===== config.mk =====
export PLATFORM = sky130hd
export DESIGN_NAME = event_ts_arbiter
export DESIGN_NICKNAME = d
export VERILOG_FILES = /design/src/rtl/event_ts_arbiter.sv
export SDC_FILE = /design/constraint.sdc
export NUM_CORES = 1
export LEC_CHECK = 0
export BUFFER_PORTS_ARGS = -buffer_cell sky130_fd_sc_hd__buf_2
export CAP_MARGIN = 5
export CORE_ASPECT_RATIO = 1.5
export CORE_MARGIN = 1.5
export CORE_UTILIZATION = 52
export CTS_CLUSTER_DIAMETER = 80
export CTS_CLUSTER_SIZE = 40
export DETAILED_ROUTE_END_ITERATION = 6
export HOLD_SLACK_MARGIN = 0.12
export PLACE_DENSITY_LB_ADDON = 0.1
export REMOVE_ABC_BUFFERS = 1
export SYNTH_ARGS = -nofsm -noshare
export SYNTH_HDL_FRONTEND = slang
export SYNTH_SLANG_ARGS = --single-unit

===== constraint.sdc =====
create_clock -name clk_i -period 3.8 [get_ports clk_i]
set_input_delay 0.76 -clock clk_i [delete_from_list [all_inputs] [get_ports clk_i]]
set_output_delay 0.76 -clock clk_i [all_outputs]
set_load 0.03 [all_outputs]

===== src/rtl/event_ts_arbiter.sv =====
// ----------------------------------------------------------------------------
// event_ts_arbiter
//
// Round-robin arbiter that shares the single wall-clock timestamp capture
// path between NUM_REQ pixel/row event requesters. For each grant it pulses
// the wall clock's is_active input, captures the timestamp that comes back,
// and presents one tagged event word (requester id + timestamp) on a
// valid/ready output.
//
// Ports:
//   clk_i        rising-edge clock
//   reset_i      synchronous, active-high reset
//   req_i        level request per requester, held until its ack_o pulse
//   ack_o        one-hot, single-cycle grant acknowledge
//   active_o     drives the wall clock is_active input (high in ARB only)
//   timestamp_i  wall clock timestamp
//   evt_valid_o  event word valid
//   evt_ready_i  downstream accepts the event word
//   evt_id_o     granted requester index
//   evt_ts_o     captured timestamp
//   busy_o       high whenever the arbiter is not idle
// ----------------------------------------------------------------------------
module event_ts_arbiter #(
    parameter int NUM_REQ = 8,
    parameter int SIZE    = 32,
    parameter int ID_W    = $clog2(NUM_REQ)
) (
    input  logic               clk_i,
    input  logic               reset_i,
    input  logic [NUM_REQ-1:0] req_i,
    output logic [NUM_REQ-1:0] ack_o,
    output logic               active_o,
    input  logic [SIZE-1:0]    timestamp_i,
    output logic               evt_valid_o,
    input  logic               evt_ready_i,
    output logic [ID_W-1:0]    evt_id_o,
    output logic [SIZE-1:0]    evt_ts_o,
    output logic               busy_o
);

    typedef enum logic [1:0] {
        IDLE    = 2'd0,
        ARB     = 2'd1,
        CAPTURE = 2'd2,
        OUT     = 2'd3
    } state_e;

    state_e             state_q;
    logic [ID_W-1:0]    rr_ptr_q;
    logic [ID_W-1:0]    grant_q;
    logic [NUM_REQ-1:0] ack_q;
    logic               valid_q;
    logic [ID_W-1:0]    id_q;
    logic [SIZE-1:0]    ts_q;

    logic [ID_W-1:0]    winner_d;
    logic [ID_W-1:0]    rr_ptr_d;
    logic [NUM_REQ-1:0] ack_d;
    logic               found;

    // Round-robin pick: first set request at or above rr_ptr_q, wrapping at
    // NUM_REQ-1. The modulo keeps non-power-of-two NUM_REQ correct.
    always_comb begin
        winner_d = rr_ptr_q;
        found    = 1'b0;
        for (int k = 0; k < NUM_REQ; k++) begin
            if (!found && req_i[(int'(rr_ptr_q) + k) % NUM_REQ]) begin
                winner_d = ID_W'((int'(rr_ptr_q) + k) % NUM_REQ);
                found    = 1'b1;
            end
        end
    end

    always_comb begin
        rr_ptr_d = (winner_d == ID_W'(NUM_REQ - 1)) ? '0 : winner_d + 1'b1;
        ack_d    = '0;
        ack_d[winner_d] = 1'b1;
    end

    // Single FSM; ack, event word and valid are all registered here.
    always_ff @(posedge clk_i) begin
        if (reset_i) begin
            state_q  <= IDLE;
            rr_ptr_q <= '0;
            grant_q  <= '0;
            ack_q    <= '0;
            valid_q  <= 1'b0;
            id_q     <= '0;
            ts_q     <= '0;
        end else begin
            case (state_q)
                IDLE: begin
                    if (|req_i) begin
                        grant_q  <= winner_d;
                        ack_q    <= ack_d;
                        rr_ptr_q <= rr_ptr_d;
                        state_q  <= ARB;
                    end
                end
                ARB: begin
                    // Wall clock latches its counter at the end of this cycle.
                    ack_q   <= '0;
                    state_q <= CAPTURE;
                end
                CAPTURE: begin
                    ts_q    <= timestamp_i;
                    id_q    <= grant_q;
                    valid_q <= 1'b1;
                    state_q <= OUT;
                end
                OUT: begin
                    // id/ts are left as-is after the transfer.
                    if (evt_ready_i) begin
                        valid_q <= 1'b0;
                        state_q <= IDLE;
                    end
                end
                default: state_q <= IDLE;
            endcase
        end
    end

    assign ack_o       = ack_q;
    assign active_o    = (state_q == ARB);
    assign busy_o      = (state_q != IDLE);
    assign evt_valid_o = valid_q;
    assign evt_id_o    = id_q;
    assign evt_ts_o    = ts_q;

`ifndef SYNTHESIS
    a_active_single : assert property (@(posedge clk_i) disable iff (reset_i)
        active_o |=> !active_o);
    a_ack_onehot    : assert property (@(posedge clk_i) disable iff (reset_i)
        $onehot0(ack_o));
`endif

endmodule


==> results of run 1 <==
-- tightest hold or removal path, cell delays in order (launching register included) --
cell	delay, ns
dfxtp_1	0.32
nand2_1	0.05
a21oi_1	0.05
-- logic make-up (layout without fill, tap and decap cells) --
logic type                 count (synthesis)  in the layout  share of synthesized area
buffers and inverters                     27            109                    0.04809
and+or+nand+nor                          101            101                     0.1567
adders and majority gates                  7              7                    0.03005
muxes                                     63             63                     0.2787
xor gates and xnor gates                   6              6                    0.02061
DFF                                       52             52                     0.3572
AOI/OAI and AO/OA                         44             44                     0.1086
-- flip-flops by register name, summed over array words and instances, names as in the netlist --
signal       flops
evt_ts_o        32
ack_o            8
evt_id_o         3
grant_q          3
rr_ptr_q         3
state_q          2
evt_valid_o      1
-- metal layers --
| layer | share of wire | global-route usage |
|---|---|---|
| met4 | 0.031 | 0.1277 |
| met2 | 0.52 | 0.3941 |
| met3 | 0.052 | 0.04172 |
| met5 | 0 | 0 |
| met1 | 0.40 | 0.2564 |
-- layout by cell type (no fill, tap or decap), types with 2 or more instances in the layout --
cell and n:
buf_2 88, a211oi_1 3, o21ai_1 3, buf_4 5, nand3_1 4, nor2b_1 3, nand4_1 6, nor4_1 3
dfxtp_1 52, mux2i_2 2, o21ai_0 2, o221ai_1 2, ha_2 2, nand2_1 21, nor2_2 2, mux2_4 2
mux4_2 13, xnor2_1 4, clkbuf_8 5, a32o_1 2, mux2i_1 45, ha_1 5, inv_1 8, nand2b_1 4
nor2_1 50, o22ai_1 3, a21oi_1 13, or4_1 3
-- power groups by stage --
| stage | registers, mW | clock network (mW) | logic [mW] |
|---|---|---|---|
| floorplan | 0.971 | 0 | 1.15 |
| global placement | 0.750 | 0 | 1.74 |
| detailed placement | 0.754 | 0 | 1.76 |
| CTS | 0.744 | 0.307 | 1.77 |
| global route | 0.759 | 0.327 | 1.93 |
| finish | 0.743 | 0.295 | 1.77 |
-- stage by stage --
step,utilization,hold WS [ns],cells
6_report,0.6341,0.4559,452
5_1_grt,0.6341,0.4879,452
4_1_cts,0.6336,0.4600,452
2_1_floorplan,-,0.4300,282
3_3_place_gp,0.6194,0.4432,445
3_5_place_dp,0.6194,0.4471,445
-- area by class of cell --
class,instances,area share
clock buffer,6,0.02100
clock inverter,1,0.001448
inverter,9,0.009776
multi-input combinational,221,0.5029
sequential,52,0.3012
tap,70,0.02534
timing repair buffer,93,0.1383
-- worst paths after layout --
check,startpoint,end
max,rr_ptr_q[0],ack_o[5]
min,ack_o[7],ack_o[7]
max reg2reg,rr_ptr_q[0],ack_o[5]
min reg2reg,ack_o[7],ack_o[7]
-- repair_timing --
item / in CTS / in global routing
gates resized for setup: 0 / 1
hold buffers: 0 / 0
endpoints found under the setup margin: 0 / 3
==> metrics.log, run 1 <==
[metrics] cell area after synthesis: 0.002914 mm²
[metrics] Max stage delay cell, worst path: mux4_2
[metrics] outcome: completed
[metrics] Clock Sink Count: 52
[metrics] worst slack, placed: 0.2842 ns
[metrics] flip-flop and latch area: 0.001041 mm²
[metrics] gate family responsible for the most delay along the worst path: multiplexers
[metrics] Seq cells post-synth: 52
[metrics] TritonCTS clock tree: yes
[metrics] Sw Ratio: 0.4618
[metrics] fraction of synthesized cell area taken by the top area cell type: 0.3572
[metrics] accumulated negative setup slack: 0 ns
[metrics] final worst clock skew: 0.007061 ns
[metrics] leakage dissipation: 1.499 nW
[metrics] Maximum Capacitance Violations: 0
[metrics] GRT Resource Usage Total: 0.2256
[metrics] H-tree lvl count: 2
[metrics] count of vias placed by the detailed router: 2,544
[metrics] first-pass GRT wire length: 10,870 µm
[metrics] worst path cell trace: clkinv_1 > ha_2 > mux4_2 > mux2i_2 > and2_1 > nand3_1 > o22ai_1 > o21ai_2 > or4_1 > a21oi_1
[metrics] cell type contributing the most total cell area after synthesis: dfxtp_1
[metrics] number of CTS-inserted buffers: 5
[metrics] Vias/cell: 5.628
[metrics] via count of the first global-routing pass: 2,418
[metrics] HP Class: flop to flop
[metrics] Placement Cell Area: 0.003376 mm²
[metrics] post-layout power: 2.808 mW
[metrics] wire length per cell: 14.67 µm
[metrics] core region area: 0.005450 mm²
[metrics] WS Path Type: flop to flop
[metrics] count of buffer and inverter cells on the critical path: 1
[metrics] register-to-register setup slack: 0.42 ns
[metrics] Comb pwr share: 0.630
[metrics] Post-Syn Area per Cell: 9.713 µm²
[metrics] kind of end point of the critical path: flop
[metrics] IO Pins: 89
[metrics] total wirelength of the detailed-routed design: 6631 µm
[metrics] clock group share of total power: 0.105
[metrics] Placement Rows: 33
[metrics] count of pins over their slew limit: 0
[metrics] root cell of the clock tree: clkbuf_8
[metrics] number of failing setup endpoints in the final timing report: 0
[metrics] DRC violation count after routing: 0
[metrics] port bufs: 88
[metrics] worst reg-to-reg path cell count: 10
[metrics] first-pass detailed-route iteration total: 4
[metrics] Max Freq: 0.2962 GHz
[metrics] area overhead of the layout relative to synthesis: 18.59%
[metrics] worst path setup slack after routing: 0.4237 ns
[metrics] net load switching power: 1.297 mW
[metrics] critical path's largest stage delay: 0.60 ns
[metrics] final design area excluding fillers: 0.003456 mm²
[metrics] leading register cell type out of synthesis: dfxtp_1
[metrics] cell count after synthesis: 300
[metrics] global route overflow: 0
[metrics] initial antenna violation count: 0
[metrics] slew at the pin closest to its max-slew limit: 1.070 ns
[metrics] Max VDD drop: 0.0004688 V
[metrics] clock edge transition at the registers on the reported setup and hold paths: 0.09 ns
[metrics] filler cell count: 509
[metrics] DIE AREA: 0.006071 mm²
[metrics] dominant cell by count in the synthesized netlist: dfxtp_1
[metrics] share of post-route cells with drive strength above 1: 0.3298
[metrics] clock latency on the worst-skew pair: 0.30 ns
[metrics] post-synth cell types: 53
[metrics] async set-or-reset flop fraction in the synthesized netlist: 0
[metrics] internal power contribution: 1.511 mW
[metrics] number of flops mapped to enable cells by yosys: 0
[metrics] most instantiated cells after synthesis: dfxtp_1, nor2_1, mux2i_1
[metrics] main area contributors after synthesis: dfxtp_1, mux2i_1, mux4_2
[metrics] P per Cell Area: 812.6 mW/mm²
[metrics] WP data required: 4.04 ns
[metrics] maximum buffer depth of the clock tree: 2
[metrics] type of element launching the critical path: flop
[metrics] Antenna Nets Post-Route: 0
[metrics] final estimated routing congestion in global placement: 0.8877
[metrics] horizontal die dimension: 64.12 µm
[metrics] antenna diode count: 0
[metrics] Critical Path Stages: 10
[metrics] maximum number of pins on one net before global-route repair: 38
[metrics] area of the multi-input gates: 0.001738 mm²
[metrics] portion of the clock cycle consumed by the worst path in the final layout: 0.8885
[metrics] count of yosys warnings during synthesis: 0
[metrics] fraction of the yosys area taken by sequential cells: 0.3572
[metrics] Post-CTS Setup Bufs: 0
[metrics] chip height: 94.69 µm
[metrics] Worst Path Max Fanout: 15
[metrics] cell depth of the worst hold path: 2
[metrics] hold violation total from the final report: 0
[metrics] first-iteration detailed-routing DRC count: 122
[metrics] detailed placer's ending HPWL: 4925 µm
[metrics] fin nets: 432
[metrics] Critical Path AT: 3.61 ns
[metrics] Flop pwr share: 0.264
[metrics] initial core utilization: 0.5347
[metrics] clock period minus worst slack: 3.376 ns
[metrics] Rel. slew slack: 0.2867
[metrics] unrepaired setup endpoints after global routing: false
(Power assumes the default switching activity.)
==> run 2, diff against run 1 <==
--- a/config.mk
+++ b/config.mk
@@ -5,17 +5,18 @@
 export SDC_FILE = /design/constraint.sdc
 export NUM_CORES = 1
 export LEC_CHECK = 0
+export ABC_AREA = 1
 export BUFFER_PORTS_ARGS = -buffer_cell sky130_fd_sc_hd__buf_2
 export CAP_MARGIN = 5
 export CORE_ASPECT_RATIO = 1.5
 export CORE_MARGIN = 1.5
-export CORE_UTILIZATION = 52
+export CORE_UTILIZATION = 51
 export CTS_CLUSTER_DIAMETER = 80
 export CTS_CLUSTER_SIZE = 40
 export DETAILED_ROUTE_END_ITERATION = 6
 export HOLD_SLACK_MARGIN = 0.12
 export PLACE_DENSITY_LB_ADDON = 0.1
-export REMOVE_ABC_BUFFERS = 1
 export SYNTH_ARGS = -nofsm -noshare
 export SYNTH_HDL_FRONTEND = slang
 export SYNTH_SLANG_ARGS = --single-unit
+export TNS_END_PERCENT = 100
==> metrics.log, run 2 <==
[metrics] Max VDD drop: 0.0004395 V (was 0.0004688 V)
[metrics] kind of end point of the critical path: flop (unchanged)
[metrics] Critical Path AT: 3.32 ns (was 3.61 ns)
[metrics] endpoint of the lowest-slack register-to-register path: ack_o[2] (was ack_o[5])
[metrics] first-pass detailed-route iteration total: 4 (unchanged)
[metrics] cell type contributing the most total cell area after synthesis: dfxtp_1 (unchanged)
[metrics] Worst Path Max Fanout: 14 (was 15)
[metrics] worst reg-to-reg path cell count: 19 (was 10)
[metrics] maximum buffer depth of the clock tree: 2 (unchanged)
[metrics] leakage dissipation: 1.741 nW (was 1.499 nW)
[metrics] async set-or-reset flop fraction in the synthesized netlist: 0 (unchanged)
[metrics] Antenna Nets Post-Route: 0 (unchanged)
[metrics] initial core utilization: 0.5293 (was 0.5347)
[metrics] main area contributors after synthesis: dfxtp_1, nand2_1, nor2_1 (was dfxtp_1, mux2i_1, mux4_2)
[metrics] fraction of the yosys area taken by sequential cells: 0.3808 (was 0.3572)
[metrics] Seq cells post-synth: 52 (unchanged)
[metrics] cell area after synthesis: 0.002734 mm² (was 0.002914 mm²)
[metrics] Max Freq: 0.3257 GHz (was 0.2962 GHz)
[metrics] final worst clock skew: 0.007534 ns (was 0.007061 ns)
[metrics] wire length per cell: 12.20 µm (was 14.67 µm)
[metrics] antenna diode count: 0 (unchanged)
[metrics] Clock Sink Count: 52 (unchanged)
[metrics] share of post-route cells with drive strength above 1: 0.2576 (was 0.3298)
[metrics] dominant cell by count in the synthesized netlist: nand2_1 (was dfxtp_1)
[metrics] WS Path Type: flop to flop (unchanged)
[metrics] GRT Resource Usage Total: 0.2453 (was 0.2256)
[metrics] port bufs: 88 (unchanged)
[metrics] portion of netlist area occupied by mux cells: 0 (was 0.2787)
[metrics] register-to-register setup slack: 0.73 ns (was 0.42 ns)
[metrics] type of element launching the critical path: flop (unchanged)
[metrics] most instantiated cells after synthesis: nand2_1, nor2_1, dfxtp_1 (was dfxtp_1, nor2_1, mux2i_1)
[metrics] simple-gate area share of the yosys netlist: 0.3950 (was 0.1567)
[metrics] Net Count, Synth: 462
[metrics] area overhead of the layout relative to synthesis: 20.78% (was 18.59%)
[metrics] count of pins over their slew limit: 0 (unchanged)
[metrics] total wirelength of the detailed-routed design: 6845 µm (was 6631 µm)
[metrics] number of failing setup endpoints in the final timing report: 0 (unchanged)
[metrics] hold violation total from the final report: 0 (unchanged)
[metrics] leading register cell type out of synthesis: dfxtp_1 (unchanged)
[metrics] cell depth of the worst hold path: 2 (unchanged)
[metrics] clock period minus worst slack: 3.071 ns (was 3.376 ns)
[metrics] root cell of the clock tree: clkbuf_8 (unchanged)
[metrics] DIE AREA: 0.005818 mm² (was 0.006071 mm²)
[metrics] unrepaired setup endpoints after global routing: false (unchanged)
[metrics] Vias/cell: 5.141 (was 5.628)
[metrics] total of cells resized after clock tree synthesis: 0 (unchanged)
[metrics] fin nets: 542 (was 432)
[metrics] core region area: 0.005165 mm² (was 0.005450 mm²)
[metrics] count of yosys warnings during synthesis: 0 (unchanged)
[metrics] HP Class: flop to flop (unchanged)
[metrics] DRC violation count after routing: 0 (unchanged)
[metrics] number of CTS-inserted buffers: 5 (unchanged)
[metrics] Maximum Capacitance Violations: 0 (unchanged)
[metrics] max FFs per register: 32 (unchanged)
[metrics] Placement Rows: 32 (was 33)
[metrics] number of flops mapped to enable cells by yosys: 0 (unchanged)
[metrics] count of vias placed by the detailed router: 2,884 (was 2,544)
[metrics] fraction of synthesized cell area taken by the top area cell type: 0.3808 (was 0.3572)
[metrics] complex-gate fraction of the synthesized area: 0.1181 (was 0.1086)
[metrics] P per Cell Area: 1010 mW/mm² (was 812.6 mW/mm²)
[metrics] Rel. slew slack: 0.3448 (was 0.2867)
[metrics] Synth Area in XOR/XNOR: 0.003204 (was 0.02061)
[metrics] initial antenna violation count: 0 (unchanged)
[metrics] via count of the first global-routing pass: 2,744 (was 2,418)
[metrics] clock latency on the worst-skew pair: 0.30 ns (about the same)
[metrics] outcome: completed (unchanged)
[metrics] Post-CTS Hold Fix Bufs: 0 (unchanged)
[metrics] horizontal die dimension: 62.78 µm (was 64.12 µm)
[metrics] detailed placer's ending HPWL: 5103 µm (was 4925 µm)
[metrics] post-layout power: 3.334 mW (was 2.808 mW)
[metrics] most common library cell in the layout ignoring fill and taps: nand2_1 (was buf_2)
[metrics] clock edge transition at the registers on the reported setup and hold paths: 0.10 ns (was 0.09 ns)
[metrics] worst hold path startpoint: ack_o[4] (was ack_o[7])
[metrics] Post-CTS Setup Bufs: 0 (unchanged)
[metrics] global route overflow: 0 (unchanged)
[metrics] main combinational cell family by area after synthesis: simple AND/OR/NAND/NOR gates (was multiplexers)
[metrics] post-synth cell types: 30 (was 53)
[metrics] accumulated negative setup slack: 0 ns (unchanged)
[metrics] Post-Synth Adder-Cell Area: 0.03204 (was 0.03006)
[metrics] slew at the pin closest to its max-slew limit: 0.9818 ns (was 1.070 ns)
[metrics] cell count after synthesis: 412 (was 300)
[metrics] IO Pins: 89 (unchanged)
[metrics] Post-Syn Area per Cell: 6.636 µm² (was 9.713 µm²)
[metrics] TritonCTS clock tree: yes (unchanged)
[metrics] first-pass GRT wire length: 11,620 µm (was 10,870 µm)
[metrics] WP data required: 4.04 ns (about the same)
[metrics] endpoint of the worst hold-timing path: ack_o[4] (was ack_o[7])
[metrics] maximum number of pins on one net before global-route repair: 40 (was 38)
[metrics] chip height: 92.67 µm (was 94.69 µm)
[metrics] commonest cells after routing, fill and taps aside: nand2_1, buf_2, nor2_1 (was buf_2, dfxtp_1, nor2_1)
[metrics] portion of the clock cycle consumed by the worst path in the final layout: 0.8081 (was 0.8885)
[metrics] beginning of the worst register-to-register path: rr_ptr_q[0] (unchanged)
[metrics] final estimated routing congestion in global placement: 0.9436 (was 0.8877)
[metrics] first-iteration detailed-routing DRC count: 129 (was 122)
[metrics] H-tree lvl count: 2 (unchanged)
run 2: final cells by class:
cell class	count	area, µm²
inverter	31	117.6
tap	68	85.08
sequential	52	1041
multi-input combinational	313	1499
clock buffer	6	72.57
fill	507	1863
clock inverter	2	38.79
timing repair buffer	89	447.9
run 2: cell families (layout without fill, tap and decap cells):
family / after synthesis / in the layout
adder cells (fa/ha/maj): 7 / 7
XOR/XNOR: 1 / 1
flip-flops: 52 / 52
buffers and inverters: 47 / 128
AND/OR/NAND/NOR: 244 / 244
AO/OA/AOI/OAI: 61 / 61
run 2: report_power, final:
part | internal [mW] | leakage [nW] | switching (mW)
registers | 0.743 | 0.426 | 0.126
logic | 0.605 | 1.26 | 1.48
clock network | 0.199 | 0.0558 | 0.181
run 2: critical path: stages, from the launching register on:
cell	delay, ns
dfxtp_1	0.63
inv_2	0.20
ha_1	0.45
inv_1	0.19
nand3_1	0.13
nand2_1	0.12
nand2_1	0.06
nand2_1	0.12
nand3_2	0.11
nor2_4	0.14
nand3_2	0.12
clkinv_1	0.09
nand2_1	0.06
nand3_2	0.10
nand2_2	0.07
inv_2	0.07
nand2_2	0.06
nor2_2	0.10
nand2_1	0.06
a21oi_1	0.12
run 2: metrics by stage:
stage / worst slack (ns) / area (µm²) / cells / hold WS, ns / util
3_3_place_gp: 0.8364 / 3191 / 553 / 0.4518 / 0.6177
3_5_place_dp: 0.7840 / 3191 / 553 / 0.4538 / 0.6177
6_report: 0.7293 / 3302 / 561 / 0.4670 / 0.6393
2_1_floorplan: 1.389 / 2734 / 412 / 0.4457 / -
5_1_grt: 0.3963 / 3302 / 561 / 0.4818 / 0.6393
4_1_cts: 0.7522 / 3302 / 561 / 0.4692 / 0.6393
run 2: how the worst max path moves through the flow:
stage                      startpoint     endpoint
after floorplan           rr_ptr_q[0]  rr_ptr_q[2]
after global placement    rr_ptr_q[0]  rr_ptr_q[2]
after detailed placement  rr_ptr_q[0]     ack_o[7]
after global routing      rr_ptr_q[0]     ack_o[3]
after CTS                 rr_ptr_q[0]     ack_o[2]
final                     rr_ptr_q[0]     ack_o[2]
run 2: layer usage:
layer | vias to the layer above | routed length, µm | global-route usage
met3 | 21 | 322 | 0.04617
met1 | 1307 | 2734 | 0.2473
met4 | 0 | 274 | 0.1444
met2 | 76 | 3514 | 0.4615
li1 | 1480 | - | -
met5 | - | 0 | 0
